<file path="src/rtl/dmem_dual_lane_arbiter_if.sv">
// Bundle of the two load/store lane handshakes plus the data-memory port.
// The slave modport is the arbiter; the master modport is everything around
// it (the two MEM-stage lanes and the memory itself).
interface dmem_dual_lane_arbiter_if #(
    parameter int DATA_W = 32,
    parameter int ADDR_W = 32
);
    // Lane 0 (always the older instruction)
    logic              req0_valid;
    logic              req0_we;
    logic [ADDR_W-1:0] req0_addr;
    logic [DATA_W-1:0] req0_wdata;
    logic              req0_ready;
    logic              rsp0_valid;
    logic [DATA_W-1:0] rsp0_rdata;
    logic              rsp0_err;

    // Lane 1 (always the younger instruction)
    logic              req1_valid;
    logic              req1_we;
    logic [ADDR_W-1:0] req1_addr;
    logic [DATA_W-1:0] req1_wdata;
    logic              req1_ready;
    logic              rsp1_valid;
    logic [DATA_W-1:0] rsp1_rdata;
    logic              rsp1_err;

    // Single-port data memory
    logic              mem_we;
    logic [ADDR_W-1:0] mem_addr;
    logic [DATA_W-1:0] mem_wdata;
    logic [DATA_W-1:0] mem_rdata;

    modport slave (
        input  req0_valid, req0_we, req0_addr, req0_wdata,
        output req0_ready, rsp0_valid, rsp0_rdata, rsp0_err,
        input  req1_valid, req1_we, req1_addr, req1_wdata,
        output req1_ready, rsp1_valid, rsp1_rdata, rsp1_err,
        output mem_we, mem_addr, mem_wdata,
        input  mem_rdata
    );

    modport master (
        output req0_valid, req0_we, req0_addr, req0_wdata,
        input  req0_ready, rsp0_valid, rsp0_rdata, rsp0_err,
        output req1_valid, req1_we, req1_addr, req1_wdata,
        input  req1_ready, rsp1_valid, rsp1_rdata, rsp1_err,
        input  mem_we, mem_addr, mem_wdata,
        output mem_rdata
    );
endinterface

</file>
<file path="src/rtl/dmem_dual_lane_arbiter.sv">
// Shares one single-port data memory between the two load/store lanes.
// Lane 0 carries the older instruction, so it wins ties; a lane-1 request
// that loses is parked in PEND1 and served next cycle ahead of anything new
// on lane 0, which keeps program order and makes older stores visible to
// younger loads. Responses are registered, one cycle after the grant.
// Optional feature: define DMEM_STALL_CNT_EN to add a saturating 16-bit
// stall counter output (stall_cnt).
module dmem_dual_lane_arbiter #(
    parameter int MEM_WORDS = 64,
    parameter int DATA_W    = 32,
    parameter int ADDR_W    = 32
) (
    input  logic                    clk,
    input  logic                    reset,
    dmem_dual_lane_arbiter_if.slave bus
`ifdef DMEM_STALL_CNT_EN
    ,
    output logic [15:0]             stall_cnt
`endif
);

    typedef enum logic {
        IDLE  = 1'b0,
        PEND1 = 1'b1
    } state_t;

    localparam logic [ADDR_W-3:0] WORD_LIMIT = (ADDR_W-2)'(MEM_WORDS);

    state_t            state_q, state_d;
    logic              grant0, grant1;
    logic              sel_we;
    logic [ADDR_W-1:0] sel_addr;
    logic [DATA_W-1:0] sel_wdata;
    logic              in_range;

    logic              rsp0_valid_q, rsp1_valid_q;
    logic [DATA_W-1:0] rsp0_rdata_q, rsp1_rdata_q;
    logic              rsp0_err_q, rsp1_err_q;

    // Arbitration: pick at most one lane per cycle and decide the next state.
    always_comb begin
        // NOTE: every output of this block gets a default first, so no path
        // can leave one unassigned and infer a latch.
        grant0  = 1'b0;
        grant1  = 1'b0;
        state_d = IDLE;
        if (state_q == PEND1 && bus.req1_valid) begin
            // Parked lane-1 request goes first, even over a new lane-0 one.
            grant1 = 1'b1;
        end else if (bus.req0_valid) begin
            grant0 = 1'b1;
            if (bus.req1_valid) begin
                state_d = PEND1;
            end
        end else if (bus.req1_valid) begin
            grant1 = 1'b1;
        end
    end

    // Memory-side mux: route the granted lane, drive zeros when idle.
    always_comb begin
        sel_we    = 1'b0;
        sel_addr  = '0;
        sel_wdata = '0;
        if (grant0) begin
            sel_we    = bus.req0_we;
            sel_addr  = bus.req0_addr;
            sel_wdata = bus.req0_wdata;
        end else if (grant1) begin
            sel_we    = bus.req1_we;
            sel_addr  = bus.req1_addr;
            sel_wdata = bus.req1_wdata;
        end
    end

    // Word-aligned range check; the two byte-offset bits are ignored.
    assign in_range = (sel_addr[ADDR_W-1:2] < WORD_LIMIT);

    assign bus.req0_ready = grant0;
    assign bus.req1_ready = grant1;
    assign bus.mem_we     = (grant0 || grant1) && sel_we && in_range;
    assign bus.mem_addr   = sel_addr;
    assign bus.mem_wdata  = sel_wdata;

    // State register; reset drops any parked lane-1 request.
    always_ff @(posedge clk or posedge reset) begin
        // NOTE: sequential state uses non-blocking assignments so every
        // register samples pre-edge values regardless of block ordering.
        if (reset) begin
            state_q <= IDLE;
        end else begin
            state_q <= state_d;
        end
    end

    // Registered per-lane responses, valid for exactly one cycle after grant.
    always_ff @(posedge clk or posedge reset) begin
        if (reset) begin
            rsp0_valid_q <= 1'b0;
            rsp0_rdata_q <= '0;
            rsp0_err_q   <= 1'b0;
            rsp1_valid_q <= 1'b0;
            rsp1_rdata_q <= '0;
            rsp1_err_q   <= 1'b0;
        end else begin
            rsp0_valid_q <= grant0;
            rsp1_valid_q <= grant1;
            if (grant0) begin
                rsp0_rdata_q <= (!sel_we && in_range) ? bus.mem_rdata : '0;
                rsp0_err_q   <= !in_range;
            end
            if (grant1) begin
                rsp1_rdata_q <= (!sel_we && in_range) ? bus.mem_rdata : '0;
                rsp1_err_q   <= !in_range;
            end
        end
    end

    assign bus.rsp0_valid = rsp0_valid_q;
    assign bus.rsp0_rdata = rsp0_rdata_q;
    assign bus.rsp0_err   = rsp0_err_q;
    assign bus.rsp1_valid = rsp1_valid_q;
    assign bus.rsp1_rdata = rsp1_rdata_q;
    assign bus.rsp1_err   = rsp1_err_q;

`ifdef DMEM_STALL_CNT_EN
    logic [15:0] stall_cnt_q;
    logic [16:0] stall_sum;

    assign stall_sum = {1'b0, stall_cnt_q}
                     + 17'(bus.req0_valid && !grant0)
                     + 17'(bus.req1_valid && !grant1);

    // Saturating count of lane-cycles spent waiting for a grant.
    always_ff @(posedge clk or posedge reset) begin
        if (reset) begin
            stall_cnt_q <= '0;
        end else begin
            stall_cnt_q <= stall_sum[16] ? 16'hFFFF : stall_sum[15:0];
        end
    end

    assign stall_cnt = stall_cnt_q;
`endif

endmodule

</file>
<file path="src/flat_wrapper.sv">
// flat-port wrapper written by rule: the top's interface ports become plain ports
module dmem_dual_lane_arbiter_flat 
#(
    parameter int MEM_WORDS = 64,
    parameter int DATA_W    = 32,
    parameter int ADDR_W    = 32
)
  (clk, reset, bus_req0_valid, bus_req0_we, bus_req0_addr, bus_req0_wdata, bus_req0_ready, bus_rsp0_valid, bus_rsp0_rdata, bus_rsp0_err, bus_req1_valid, bus_req1_we, bus_req1_addr, bus_req1_wdata, bus_req1_ready, bus_rsp1_valid, bus_rsp1_rdata, bus_rsp1_err, bus_mem_we, bus_mem_addr, bus_mem_wdata, bus_mem_rdata);
  dmem_dual_lane_arbiter_if #(.DATA_W(DATA_W), .ADDR_W(ADDR_W)) bus_i ();
  input  logic clk;
  input  logic reset;
  input wire logic [$bits(bus_i.req0_valid)-1:0] bus_req0_valid;
  input wire logic [$bits(bus_i.req0_we)-1:0] bus_req0_we;
  input wire logic [$bits(bus_i.req0_addr)-1:0] bus_req0_addr;
  input wire logic [$bits(bus_i.req0_wdata)-1:0] bus_req0_wdata;
  output wire logic [$bits(bus_i.req0_ready)-1:0] bus_req0_ready;
  output wire logic [$bits(bus_i.rsp0_valid)-1:0] bus_rsp0_valid;
  output wire logic [$bits(bus_i.rsp0_rdata)-1:0] bus_rsp0_rdata;
  output wire logic [$bits(bus_i.rsp0_err)-1:0] bus_rsp0_err;
  input wire logic [$bits(bus_i.req1_valid)-1:0] bus_req1_valid;
  input wire logic [$bits(bus_i.req1_we)-1:0] bus_req1_we;
  input wire logic [$bits(bus_i.req1_addr)-1:0] bus_req1_addr;
  input wire logic [$bits(bus_i.req1_wdata)-1:0] bus_req1_wdata;
  output wire logic [$bits(bus_i.req1_ready)-1:0] bus_req1_ready;
  output wire logic [$bits(bus_i.rsp1_valid)-1:0] bus_rsp1_valid;
  output wire logic [$bits(bus_i.rsp1_rdata)-1:0] bus_rsp1_rdata;
  output wire logic [$bits(bus_i.rsp1_err)-1:0] bus_rsp1_err;
  output wire logic [$bits(bus_i.mem_we)-1:0] bus_mem_we;
  output wire logic [$bits(bus_i.mem_addr)-1:0] bus_mem_addr;
  output wire logic [$bits(bus_i.mem_wdata)-1:0] bus_mem_wdata;
  input wire logic [$bits(bus_i.mem_rdata)-1:0] bus_mem_rdata;
  assign bus_i.req0_valid = bus_req0_valid;
  assign bus_i.req0_we = bus_req0_we;
  assign bus_i.req0_addr = bus_req0_addr;
  assign bus_i.req0_wdata = bus_req0_wdata;
  assign bus_req0_ready = bus_i.req0_ready;
  assign bus_rsp0_valid = bus_i.rsp0_valid;
  assign bus_rsp0_rdata = bus_i.rsp0_rdata;
  assign bus_rsp0_err = bus_i.rsp0_err;
  assign bus_i.req1_valid = bus_req1_valid;
  assign bus_i.req1_we = bus_req1_we;
  assign bus_i.req1_addr = bus_req1_addr;
  assign bus_i.req1_wdata = bus_req1_wdata;
  assign bus_req1_ready = bus_i.req1_ready;
  assign bus_rsp1_valid = bus_i.rsp1_valid;
  assign bus_rsp1_rdata = bus_i.rsp1_rdata;
  assign bus_rsp1_err = bus_i.rsp1_err;
  assign bus_mem_we = bus_i.mem_we;
  assign bus_mem_addr = bus_i.mem_addr;
  assign bus_mem_wdata = bus_i.mem_wdata;
  assign bus_i.mem_rdata = bus_mem_rdata;
  dmem_dual_lane_arbiter #(.MEM_WORDS(MEM_WORDS), .DATA_W(DATA_W), .ADDR_W(ADDR_W)) u_core (.clk(clk), .reset(reset), .bus(bus_i));
endmodule
</file>
<file path="config.mk">
export PLATFORM = sky130hd
export DESIGN_NAME = dmem_dual_lane_arbiter_flat
export DESIGN_NICKNAME = d
export VERILOG_FILES = /design/src/rtl/dmem_dual_lane_arbiter_if.sv /design/src/rtl/dmem_dual_lane_arbiter.sv /design/src/flat_wrapper.sv
export SDC_FILE = /design/constraint.sdc
export NUM_CORES = 1
export LEC_CHECK = 0
export ABC_AREA = 1
export BUFFER_PORTS_ARGS = -buffer_cell sky130_fd_sc_hd__buf_2
export CAP_MARGIN = 5
export CORE_AREA = 2 2 118 120
export CTS_BUF_LIST = sky130_fd_sc_hd__clkbuf_16
export DETAILED_ROUTE_END_ITERATION = 8
export DIE_AREA = 0 0 120 122
export PLACE_DENSITY_LB_ADDON = 0.1
export SETUP_SLACK_MARGIN = 0.1
export SYNTH_ARGS = -nofsm -noshare
export SYNTH_HDL_FRONTEND = slang
export SYNTH_SLANG_ARGS = --single-unit
</file>
<file path="constraint.sdc">
create_clock -name clk -period 5.3 [get_ports clk]
set_input_delay 0.265 -clock clk [delete_from_list [all_inputs] [get_ports clk]]
set_output_delay 0.265 -clock clk [all_outputs]
set_load 0.01 [all_outputs]
</file>
* Yosys cells after proc, flatten, opt, wreduce, memory -nomap -nowiden
Index checks and enable logic that the tools add are counted.
Word-level totals: flip-flop bits (word level) 69, latch bits 0, bits in writable memories 0, ROM bits 0, bits of input ports 166, output and inout bits 135, logic and storage cells 29, memories kept 0
Operators by class: add/sub/neg operators 0, multiply operators 0, divide/modulo/power cells 0, $lt $le $gt $ge 1, equality and inequality tests 0, shift-type cells 0, multiplexer cells 14, bitwise operators 0, reduce and logical (&&, ||, !) cells 7
Operators with widths (count):
- two-way mux 32 bit | 5
- < comparator 30 x 7 -> 1 bit, second input constant | 1
- two-way mux 1 bit | 9
- logical AND 1 bit | 4
- zero test 1 bit | 2
- logical OR 1 bit | 1

* Logic depth before layout (Yosys ltp)
Gate-level depths: netlist (run 1).
depth after elaboration 8, gate-level depth with buffers 16, depth with buffers taken out 12

* Least setup slack after synthesis (run 1)
Ideal clock, no wire load.
kind reg2reg, from register u_core.state_q, to register u_core.rsp0_rdata_q[10] (netlist: u_core.bus.rsp0_rdata[10]), setup time 66 ps, arrival time 1724 ps, data required time 5234 ps, slack 3510 ps, stages on the path, launching flop included 15, buffers on the path 4, period minus slack after synthesis 1790 ps, cells stage by stage dfrtp_1 nand2_4 buf_6 nand2_4 buf_6 nand2_2 nand2_1 nor2_1 and2_1 nand2_1 nor2_2 buf_6 buf_8 nand4_1 nand2_1
Between the ends: word-level cells in the longest chain between the ends 7, elaborated cells on any way between the ends 11, those cells by class order compare: 1; mux: 7; reduce/logical: 3
RTL lines:
- from (decl) | RTL line dmem_dual_lane_arbiter.sv:29 | state_t state_q, state_d;
- from (signal assigned) | RTL line dmem_dual_lane_arbiter.sv:92 | state_q <= state_d;
- logical AND 1 bit (*) | RTL line dmem_dual_lane_arbiter.sv:47 | if (state_q == PEND1 && bus.req1_valid) begin
- two-way mux 1 bit | RTL line dmem_dual_lane_arbiter.sv:47
- two-way mux 32 bit | RTL line dmem_dual_lane_arbiter.sv:69 | end else if (grant1) begin
- two-way mux 32 bit (*) | RTL line dmem_dual_lane_arbiter.sv:65 | if (grant0) begin
- via bus_mem_addr[29] | RTL line flat_wrapper.sv:29 | output wire logic [$bits(bus_i.mem_addr)-1:0] bus_mem_addr;
- < comparator 30 x 7 -> 1 bit (*) | RTL line dmem_dual_lane_arbiter.sv:77 | assign in_range = (sel_addr[ADDR_W-1:2] < WORD_LIMIT);
- logical AND 1 bit (*) | RTL line dmem_dual_lane_arbiter.sv:109 | rsp0_rdata_q <= (!sel_we && in_range) ? bus.mem_rdata : '0;
- two-way mux 32 bit (*) | RTL line dmem_dual_lane_arbiter.sv:109
- to (signal assigned) | RTL line dmem_dual_lane_arbiter.sv:109
- to (decl) | RTL line dmem_dual_lane_arbiter.sv:37 | logic [DATA_W-1:0] rsp0_rdata_q, rsp1_rdata_q;
The timed path passes the listed nets; every way through them passes the cells marked *. A chain may end at the register's enable or synchronous reset.

* Worst setup path in the final report (run 1)
from register u_core.state_q, to output port bus_mem_we
Between the ends: word-level cells in the longest chain between the ends 6, elaborated cells on any way between the ends 11, those cells by class order compare: 1; mux: 6; reduce/logical: 4
RTL lines:
- logical AND 1 bit (*) | RTL line dmem_dual_lane_arbiter.sv:47
- two-way mux 1 bit | RTL line dmem_dual_lane_arbiter.sv:47
- two-way mux 32 bit / two-way mux 1 bit (equally long branches) | RTL line dmem_dual_lane_arbiter.sv:69
- two-way mux 32 bit / two-way mux 1 bit (equally long branches) | RTL line dmem_dual_lane_arbiter.sv:65
- < comparator 30 x 7 -> 1 bit / logical AND 1 bit (equally long branches) | RTL line dmem_dual_lane_arbiter.sv:77, dmem_dual_lane_arbiter.sv:81
- logical AND 1 bit (*) | RTL line dmem_dual_lane_arbiter.sv:81 | assign bus.mem_we = (grant0 || grant1) && sel_we && in_range;
- to (decl) | RTL line flat_wrapper.sv:28 | output wire logic [$bits(bus_i.mem_we)-1:0] bus_mem_we;
Mark *: on every way between the ends. The rest lies on a longest branch, timed or not.

==> results.rst, run 1 <==
.. list-table::
   :header-rows: 1

   * - Metric
     - Value
   * - Result of the run
     - finished clean
   * - Iter 0 DRT Violations
     - about 340
   * - Worst-skew pair later-pin latency
     - roughly 0.33 ns
   * - Number of ports placed on the die boundary
     - roughly 300
   * - Number of standard cells after synthesis
     - 463
   * - Post-CTS setup buffers
     - 0
   * - Routed vias/inst
     - roughly 4.9
   * - Fin. Hold Viols
     - 0
   * - Total power
     - between 0.001 and 0.0015 W
   * - Element type at the critical path start
     - flop
   * - Pin count of the biggest net entering global routing
     - 86
   * - Data required time at the worst endpoint
     - 5.04 ns
   * - Post-route ant nets
     - 0
   * - Max-slew violation count
     - 0
   * - Netlist Area Pre-Place
     - approximately 3700 sq um
   * - Post-synthesis sequential area ratio
     - 46.05%
   * - HPWL after DPL
     - 11100 um
   * - Critical path's largest stage delay
     - between 0.7 and 0.8 ns
   * - Clock-pin slew reported for the worst setup and hold paths after clock tree synthesis
     - roughly 0.070 ns
   * - Detailed-router iteration count before antenna repair
     - 4
   * - Height of the die
     - 122 um
   * - Number of antenna violations at the first check in global routing
     - 2
   * - Count of input and output buffers
     - 300
   * - Area grow syn2layout
     - 48.45%
   * - Worst-case setup margin in the final layout
     - 1.864 ns
   * - Share of the core filled with cells in the final layout
     - roughly 41%
   * - Synthesized netlist net count
     - between 600 and 700
   * - Dpl ws
     - 1.748 ns
   * - Synthesis warning total
     - 0
   * - Number of nets in the layout
     - between 800 and 900
   * - Maxcap violations
     - 0
   * - Setup Crit Path Kind
     - flop to output pin
   * - Minimum clock period after layout
     - about 3.4 ns
   * - Path type of the worst min-delay path
     - primary input to asynchronous set/reset pin
   * - Crit path top cell by count
     - sky130_fd_sc_hd__inv_2
   * - WP depth
     - 7
   * - Kind of cell adding the most delay to the critical path
     - buffers and inverters
   * - Leak Pwr
     - 3.462 nW
   * - Achievable clock frequency
     - between 200 and 300 MHz
   * - Root buffer cell
     - sky130_fd_sc_hd__clkbuf_16
   * - Post-synthesis area per instance
     - slightly above 8 sq um
   * - Worst setup EP type
     - output pin
   * - Deepest level of the CTS H-tree
     - 3
   * - Final hold slack
     - 0.1886 ns
   * - Site Rows
     - 43
   * - Clock tree from TritonCTS
     - built
   * - Cell at the slowest stage of the critical path
     - sky130_fd_sc_hd__inv_2
   * - CP Cell Sequence
     - nand2_4 > nand2_2 > inv_2 > a22o_1 > inv_2 > nor3_1 > buf_2
   * - RSZ-0062 raised after global routing
     - false
   * - Layout cells sized above 1
     - between 40% and 50%
   * - Hold-fix buffer count after cts
     - 0
   * - Peak ir drop on the vdd network
     - about 0.00018 V
   * - Core ar.
     - roughly 14000 sq um
   * - Overall global routing resource usage
     - 20.09%
   * - Congestion Overflow GR
     - 0
   * - Cell depth of the worst flop-to-flop path
     - 12
   * - Wire length per cell after detailed routing
     - between 15 and 20 um
   * - Maximum buffer depth of the clock tree
     - 2
   * - Width of the chip
     - 120 um
   * - Vias
     - 4482
   * - Slew @ Worst Pin
     - 1.097 ns
   * - Initial core utilization
     - ~28%
   * - Count of buffering cells on the critical path with inverters included
     - 3
   * - Distinct cells, synth
     - 20
   * - Ratio of total power to cell area
     - ~260 nW/um^2
   * - Highest fanout seen on the critical path
     - 65
   * - Period utilization
     - roughly two thirds
   * - Critical path arrival
     - 3.17 ns
   * - # clock sinks
     - 69
   * - CTS-repair resized insts
     - 0
   * - Post-synthesis register bit count
     - 69
   * - Total Negative Setup Slacks
     - 0 ns
   * - # DRC
     - 0
   * - Total length of routed wires
     - roughly 15000 um
   * - Tightest slew margin relative to the limit
     - 26.84%
   * - Die Outline Area
     - between 10000 and 15000 sq um
   * - Max Clock Skew
     - 0.01012 ns
   * - CTS Buf Count
     - 9
   * - Weighted congestion reported at the end of routability-driven placement
     - between 0.8 and 0.9
   * - Endpoints failing setup
     - 0
   * - Global-route wire length before repair
     - between 20000 and 25000 um
   * - Via count of the first global-routing pass
     - 4373
## stage by stage
stage	cell area [sq um]	cells
2_1_floorplan	3750	463
3_3_place_gp	5241	902
3_5_place_dp	5241	902
4_1_cts	5564	918
5_1_grt	5567	919
6_report	5567	919
## flip-flops by register name, summed over array words and instances, names as in the netlist
name                   cells
u_core.bus.rsp0_rdata     32
u_core.bus.rsp1_rdata     32
u_core.bus.rsp0_err        1
u_core.bus.rsp0_valid      1
u_core.bus.rsp1_err        1
u_core.bus.rsp1_valid      1
u_core.state_q             1
## worst reg2reg max path, cell delays in order (launching register included)
cell                      delay [ns]
sky130_fd_sc_hd__dfrtp_1        0.38
sky130_fd_sc_hd__nand2_4        0.16
sky130_fd_sc_hd__nand2_2        0.59
sky130_fd_sc_hd__inv_2          0.32
sky130_fd_sc_hd__nand2_1        0.13
sky130_fd_sc_hd__nand2_1        0.08
sky130_fd_sc_hd__nor2_1         0.09
sky130_fd_sc_hd__and2_1         0.12
sky130_fd_sc_hd__nand2_1        0.12
sky130_fd_sc_hd__nor2_4         0.41
sky130_fd_sc_hd__buf_4          0.50
sky130_fd_sc_hd__nand4_1        0.18
sky130_fd_sc_hd__nand2_1        0.11
## synth_stat cells
| library cell | count | area, sq um |
|---|---|---|
| sky130_fd_sc_hd__nor2_2 | 1 | 6.260 |
| sky130_fd_sc_hd__nand2_4 | 3 | 33.78 |
| sky130_fd_sc_hd__and2_1 | 2 | 12.51 |
| sky130_fd_sc_hd__dfrtp_1 | 69 | 1727 |
| sky130_fd_sc_hd__inv_2 | 1 | 3.750 |
| sky130_fd_sc_hd__clkbuf_1 | 17 | 63.81 |
| sky130_fd_sc_hd__buf_8 | 1 | 15.01 |
| sky130_fd_sc_hd__buf_4 | 1 | 7.510 |
| sky130_fd_sc_hd__nand3_1 | 29 | 145.1 |
| sky130_fd_sc_hd__nand4_1 | 64 | 400.4 |
| sky130_fd_sc_hd__nor2_1 | 15 | 56.30 |
| sky130_fd_sc_hd__nand2_1 | 178 | 668.1 |
| sky130_fd_sc_hd__nand2_2 | 4 | 25.02 |
| sky130_fd_sc_hd__o21ai_0 | 3 | 15.01 |
| sky130_fd_sc_hd__buf_6 | 9 | 101.4 |
| sky130_fd_sc_hd__a22o_1 | 41 | 359.1 |
| sky130_fd_sc_hd__buf_2 | 12 | 60.06 |
| sky130_fd_sc_hd__inv_1 | 8 | 30.03 |
| sky130_fd_sc_hd__nor3_1 | 1 | 5.000 |
| sky130_fd_sc_hd__buf_1 | 4 | 15.01 |
## cell type report
cell class,count,area (sq um)
Antenna cell,1,2.502
Timing Repair Buffer,303,1524
Clock inverter,7,97.59
Fill cell,1436,7938
Tap cell,180,225.2
Clock buffer,9,225.2
Inverter,9,33.78
Multi-Input combinational cell,341,1732
Sequential cell,69,1727
## routing by layer
metal,GRT usage (%),wire length [um],vias to the layer above
met2,35.16,7786,194
li1,-,-,2147
met5,0,13,-
met3,3.511,913,20
met1,25.46,6220,2119
met4,5.662,252,2
## power by group
group / internal (W) / total (W) / leakage (nW) / switching (W)
registers: 0.000530 / 0.000532 / 0.954 / 0.00000153
logic: 0.000110 / 0.000275 / 2.35 / 0.000165
clock network: 0.000413 / 0.000645 / 0.154 / 0.000232
## layout by cell type (no fill, tap or decap), types with 4 or more instances in the layout
cell type / count
sky130_fd_sc_hd__a22o_1: 41
sky130_fd_sc_hd__dfrtp_1: 69
sky130_fd_sc_hd__buf_2: 300
sky130_fd_sc_hd__clkbuf_16: 9
sky130_fd_sc_hd__inv_1: 6
sky130_fd_sc_hd__nand2_2: 4
sky130_fd_sc_hd__nand3_1: 29
sky130_fd_sc_hd__nor2_1: 15
sky130_fd_sc_hd__nand4_1: 64
sky130_fd_sc_hd__nand2_1: 178
## worst paths after layout
| kind | from | slack, ns | endpoint |
|---|---|---|---|
| worst min-delay path | reset | 0.19 | u_core.bus.rsp0_rdata[14] |
| max in group asynchronous | reset | 4.53 | u_core.bus.rsp0_rdata[6] |
| min in group clk | bus_mem_rdata[31] | 0.19 | u_core.bus.rsp1_rdata[31] |
| worst min register to register | u_core.bus.rsp1_rdata[18] | 0.47 | u_core.bus.rsp1_rdata[18] |
| worst max register to register | u_core.state_q | 2.07 | u_core.bus.rsp0_rdata[26] |
| worst max-delay path | u_core.state_q | 1.86 | bus_mem_we |
## logic make-up (layout without fill, tap and decap cells)
kind of cell           count (synthesis)  count (layout)  synth area share, %
and+or+nand+nor                      297             297                36.07
DFF                                   69              69                46.05
other                                  0               1                    0
buffers and inverters                 53             328                7.908
AOI/OAI and AO/OA                     44              44                9.976
(Power assumes the default switching activity.)
==> inputs of run 2 (changes only) <==
--- a/config.mk
+++ b/config.mk
@@ -8,10 +8,10 @@
 export ABC_AREA = 1
 export BUFFER_PORTS_ARGS = -buffer_cell sky130_fd_sc_hd__buf_2
 export CAP_MARGIN = 5
-export CORE_AREA = 2 2 118 120
+export CORE_AREA = 2 2 116 118
 export CTS_BUF_LIST = sky130_fd_sc_hd__clkbuf_16
 export DETAILED_ROUTE_END_ITERATION = 8
-export DIE_AREA = 0 0 120 122
+export DIE_AREA = 0 0 118 120
 export PLACE_DENSITY_LB_ADDON = 0.1
 export SETUP_SLACK_MARGIN = 0.1
 export SYNTH_ARGS = -nofsm -noshare
==> constraint.sdc (replaced) <==
create_clock -name clk -period 3.2 [get_ports clk]
set_input_delay 0.16 -clock clk [delete_from_list [all_inputs] [get_ports clk]]
set_output_delay 0.16 -clock clk [all_outputs]
set_load 0.01 [all_outputs]
==> results.rst, run 2 (synthesized netlist as in run 1, its figures left out) <==
.. list-table::
   :header-rows: 1

   * - Metric
     - Value
   * - CTS-repair resized insts
     - 0 (unchanged)
   * - Number of ports placed on the die boundary
     - 301 (unchanged)
   * - Highest fanout seen on the critical path
     - 51 (-22%)
   * - Cell at the slowest stage of the critical path
     - sky130_fd_sc_hd__buf_4
   * - Iter 0 DRT Violations
     - 268 (-20%)
   * - FF-to-FF Start
     - u_core.state_q
   * - Peak ir drop on the vdd network
     - 0.0002929 V (+60%)
   * - Max Clock Skew
     - 0.009737 ns (-0.0003846 ns)
   * - Setup slack of the most critical reg-to-reg path
     - 0.81 ns (-1.26 ns)
   * - CP Cell Sequence
     - nand2_4 > nand2_2 > inv_2 > buf_4 > a22o_1 > buf_2
   * - Data required time at the worst endpoint
     - 3.04 ns (-2.00 ns)
   * - Crit Reg-Reg Endpoint
     - u_core.bus.rsp1_rdata[17]
   * - Global-route wire length before repair
     - 26410 um (+15%)
   * - Dpl ws
     - 0.8127 ns (-0.9353 ns)
   * - Maxcap violations
     - 0 (unchanged)
   * - Path type of the worst min-delay path
     - primary input to asynchronous set/reset pin
   * - Worst-case setup margin in the final layout
     - 0.4952 ns (-1.369 ns)
   * - Total length of routed wires
     - 17410 um (+15%)
   * - Minimum clock period after layout
     - between 2 and 3 ns
   * - # DRC
     - 0 (unchanged)
   * - Via count of the first global-routing pass
     - 4516 (+3.3%)
   * - Cell depth of the worst flop-to-flop path
     - 12 (unchanged)
   * - Setup Crit Path Kind
     - flop to output pin
   * - Achievable clock frequency
     - roughly 370 MHz
   * - Maximum buffer depth of the clock tree
     - 2 (unchanged)
   * - RSZ-0062 raised after global routing
     - false
   * - Site Rows
     - 42 (-2.3%)
   * - Max-slew violation count
     - 0 (unchanged)
   * - Tightest slew margin relative to the limit
     - 38.52% (+12 points)
   * - Pin count of the biggest net entering global routing
     - 67 (-22%)
   * - Core ar.
     - 12980 sq um (-3.9%)
   * - Ratio of total power to cell area
     - 430.0 nW/um^2 (+65%)
   * - Leak Pwr
     - 3.493 nW (+0.89%)
   * - Detailed-router iteration count before antenna repair
     - 5 (+1)
   * - Slew @ Worst Pin
     - 0.9208 ns (-0.1765 ns)
   * - Non-Filler Cell Area, Final
     - 5619 sq um (+0.94%)
   * - Number of nets in the layout
     - 904 (+0.56%)
   * - HPWL after DPL
     - 13440 um (+21%)
   * - Most frequent cells in the layout
     - 300 x sky130_fd_sc_hd__buf_2, 178 x sky130_fd_sc_hd__nand2_1, 69 x sky130_fd_sc_hd__dfrtp_1
   * - Clock-pin slew reported for the worst setup and hold paths after clock tree synthesis
     - 0.06 ns (about the same)
   * - Post-CTS setup buffers
     - 0 (unchanged)
   * - Worst-skew pair later-pin latency
     - 0.32 ns (about the same)
   * - Post-route ant nets
     - 0 (unchanged)
   * - Number of antenna violations at the first check in global routing
     - 2 (unchanged)
   * - Worst setup EP type
     - output pin
   * - Overall global routing resource usage
     - 24.34% (+4.3 points)
   * - Count of buffering cells on the critical path with inverters included
     - 3 (unchanged)
   * - Crit path launch
     - u_core.state_q
   * - Width of the chip
     - 118 um (-1.7%)
   * - Vias
     - 4517 (+0.78%)
   * - Result of the run
     - finished clean
   * - Critical path endpoint
     - bus_mem_wdata[8]
   * - Weighted congestion reported at the end of routability-driven placement
     - 1.017 (+13%)
   * - WP depth
     - 6 (-1)
   * - Deepest level of the CTS H-tree
     - 3 (unchanged)
   * - Wire length per cell after detailed routing
     - 18.91 um (+14%)
   * - Clock tree from TritonCTS
     - built
   * - Endpoints failing setup
     - 0 (unchanged)
   * - Root buffer cell
     - sky130_fd_sc_hd__clkbuf_16
   * - Critical path's largest stage delay
     - 0.56 ns (-0.21 ns)
   * - Standard cell area after detailed placement
     - 5299 sq um (+1.1%)
   * - Element type at the critical path start
     - flop
   * - Height of the die
     - 120 um (-1.6%)
   * - Fin. Hold Viols
     - 0 (unchanged)
   * - Count of input and output buffers
     - 300 (unchanged)
   * - Initial core utilization
     - 28.89% (+1.1 points)
   * - # fillers
     - 1420 (-1.1%)
   * - Most common library cell in the layout ignoring fill and taps
     - sky130_fd_sc_hd__buf_2
   * - Hold-fix buffer count after cts
     - 0 (unchanged)
   * - Congestion Overflow GR
     - 0 (unchanged)
   * - Total Negative Setup Slacks
     - 0 ns (unchanged)
   * - CTS Buf Count
     - 9 (unchanged)
   * - Kind of cell adding the most delay to the critical path
     - buffers and inverters
   * - # clock sinks
     - 69 (unchanged)
   * - Area grow syn2layout
     - 49.85%
   * - Routed vias/inst
     - 4.904 (+0.56%)
   * - Critical path arrival
     - 2.54 ns (-0.63 ns)
   * - Layout cells sized above 1
     - 44.95% (+0.37 points)
   * - Die Outline Area
     - 14160 sq um (-3.3%)
   * - Period utilization
     - 84.53%
run 2: cell type report:
class / count / area [sq um] / share of cell area [%]
diodes: 2 / 5.005 / 0.08907
flip-flops and latches: 69 / 1727 / 30.73
repair buffers: 308 / 1587 / 28.23
multi-input cells: 341 / 1732 / 30.82
clock buffers: 9 / 225.2 / 4.008
well taps: 176 / 220.2 / 3.919
inverters: 9 / 33.78 / 0.6012
clock inverters: 7 / 90.09 / 1.603
run 2: power by group:
| group | switching [W] | leakage (nW) | internal, W |
|---|---|---|---|
| logic | 0.000293 | 2.39 | 0.000191 |
| clock network | 0.000374 | 0.153 | 0.000678 |
| registers | 0.00000249 | 0.954 | 0.000878 |
run 2: metal layers:
metal	routed length, um	GRT usage (%)	vias up
li1	-	-	2148
met1	7352	30.48	2141
met2	8770	43.10	216
met3	1055	4.658	12
met4	235	6.175	0
met5	0	0	-
run 2: through the flow:
stage | total power (W) | util (%) | hold slack [ns] | instances
final | 0.002416 | 43.29 | 0.03939 | 921
after global routing | 0.002525 | 43.29 | 0.08338 | 921
after CTS | 0.002443 | 43.25 | 0.08070 | 919
after detailed placement | 0.001381 | 40.82 | 0.4195 | 903
after global placement | 0.001382 | 40.82 | 0.4175 | 903
after floorplan | 0.001136 | - | 0.3040 | 463
run 2: worst min path at each step:
stage                           start                         to  slack (ns)  depth (start not counted)
floorplan           bus_mem_rdata[29]  u_core.bus.rsp1_rdata[29]        0.30                          2
global placement    bus_mem_rdata[28]  u_core.bus.rsp0_rdata[28]        0.42                          3
detailed placement  bus_mem_rdata[14]  u_core.bus.rsp1_rdata[14]        0.42                          3
CTS                             reset  u_core.bus.rsp1_rdata[31]        0.08                          2
global route        bus_mem_rdata[13]  u_core.bus.rsp1_rdata[13]        0.08                          3
finish                          reset  u_core.bus.rsp1_rdata[31]        0.04                          2
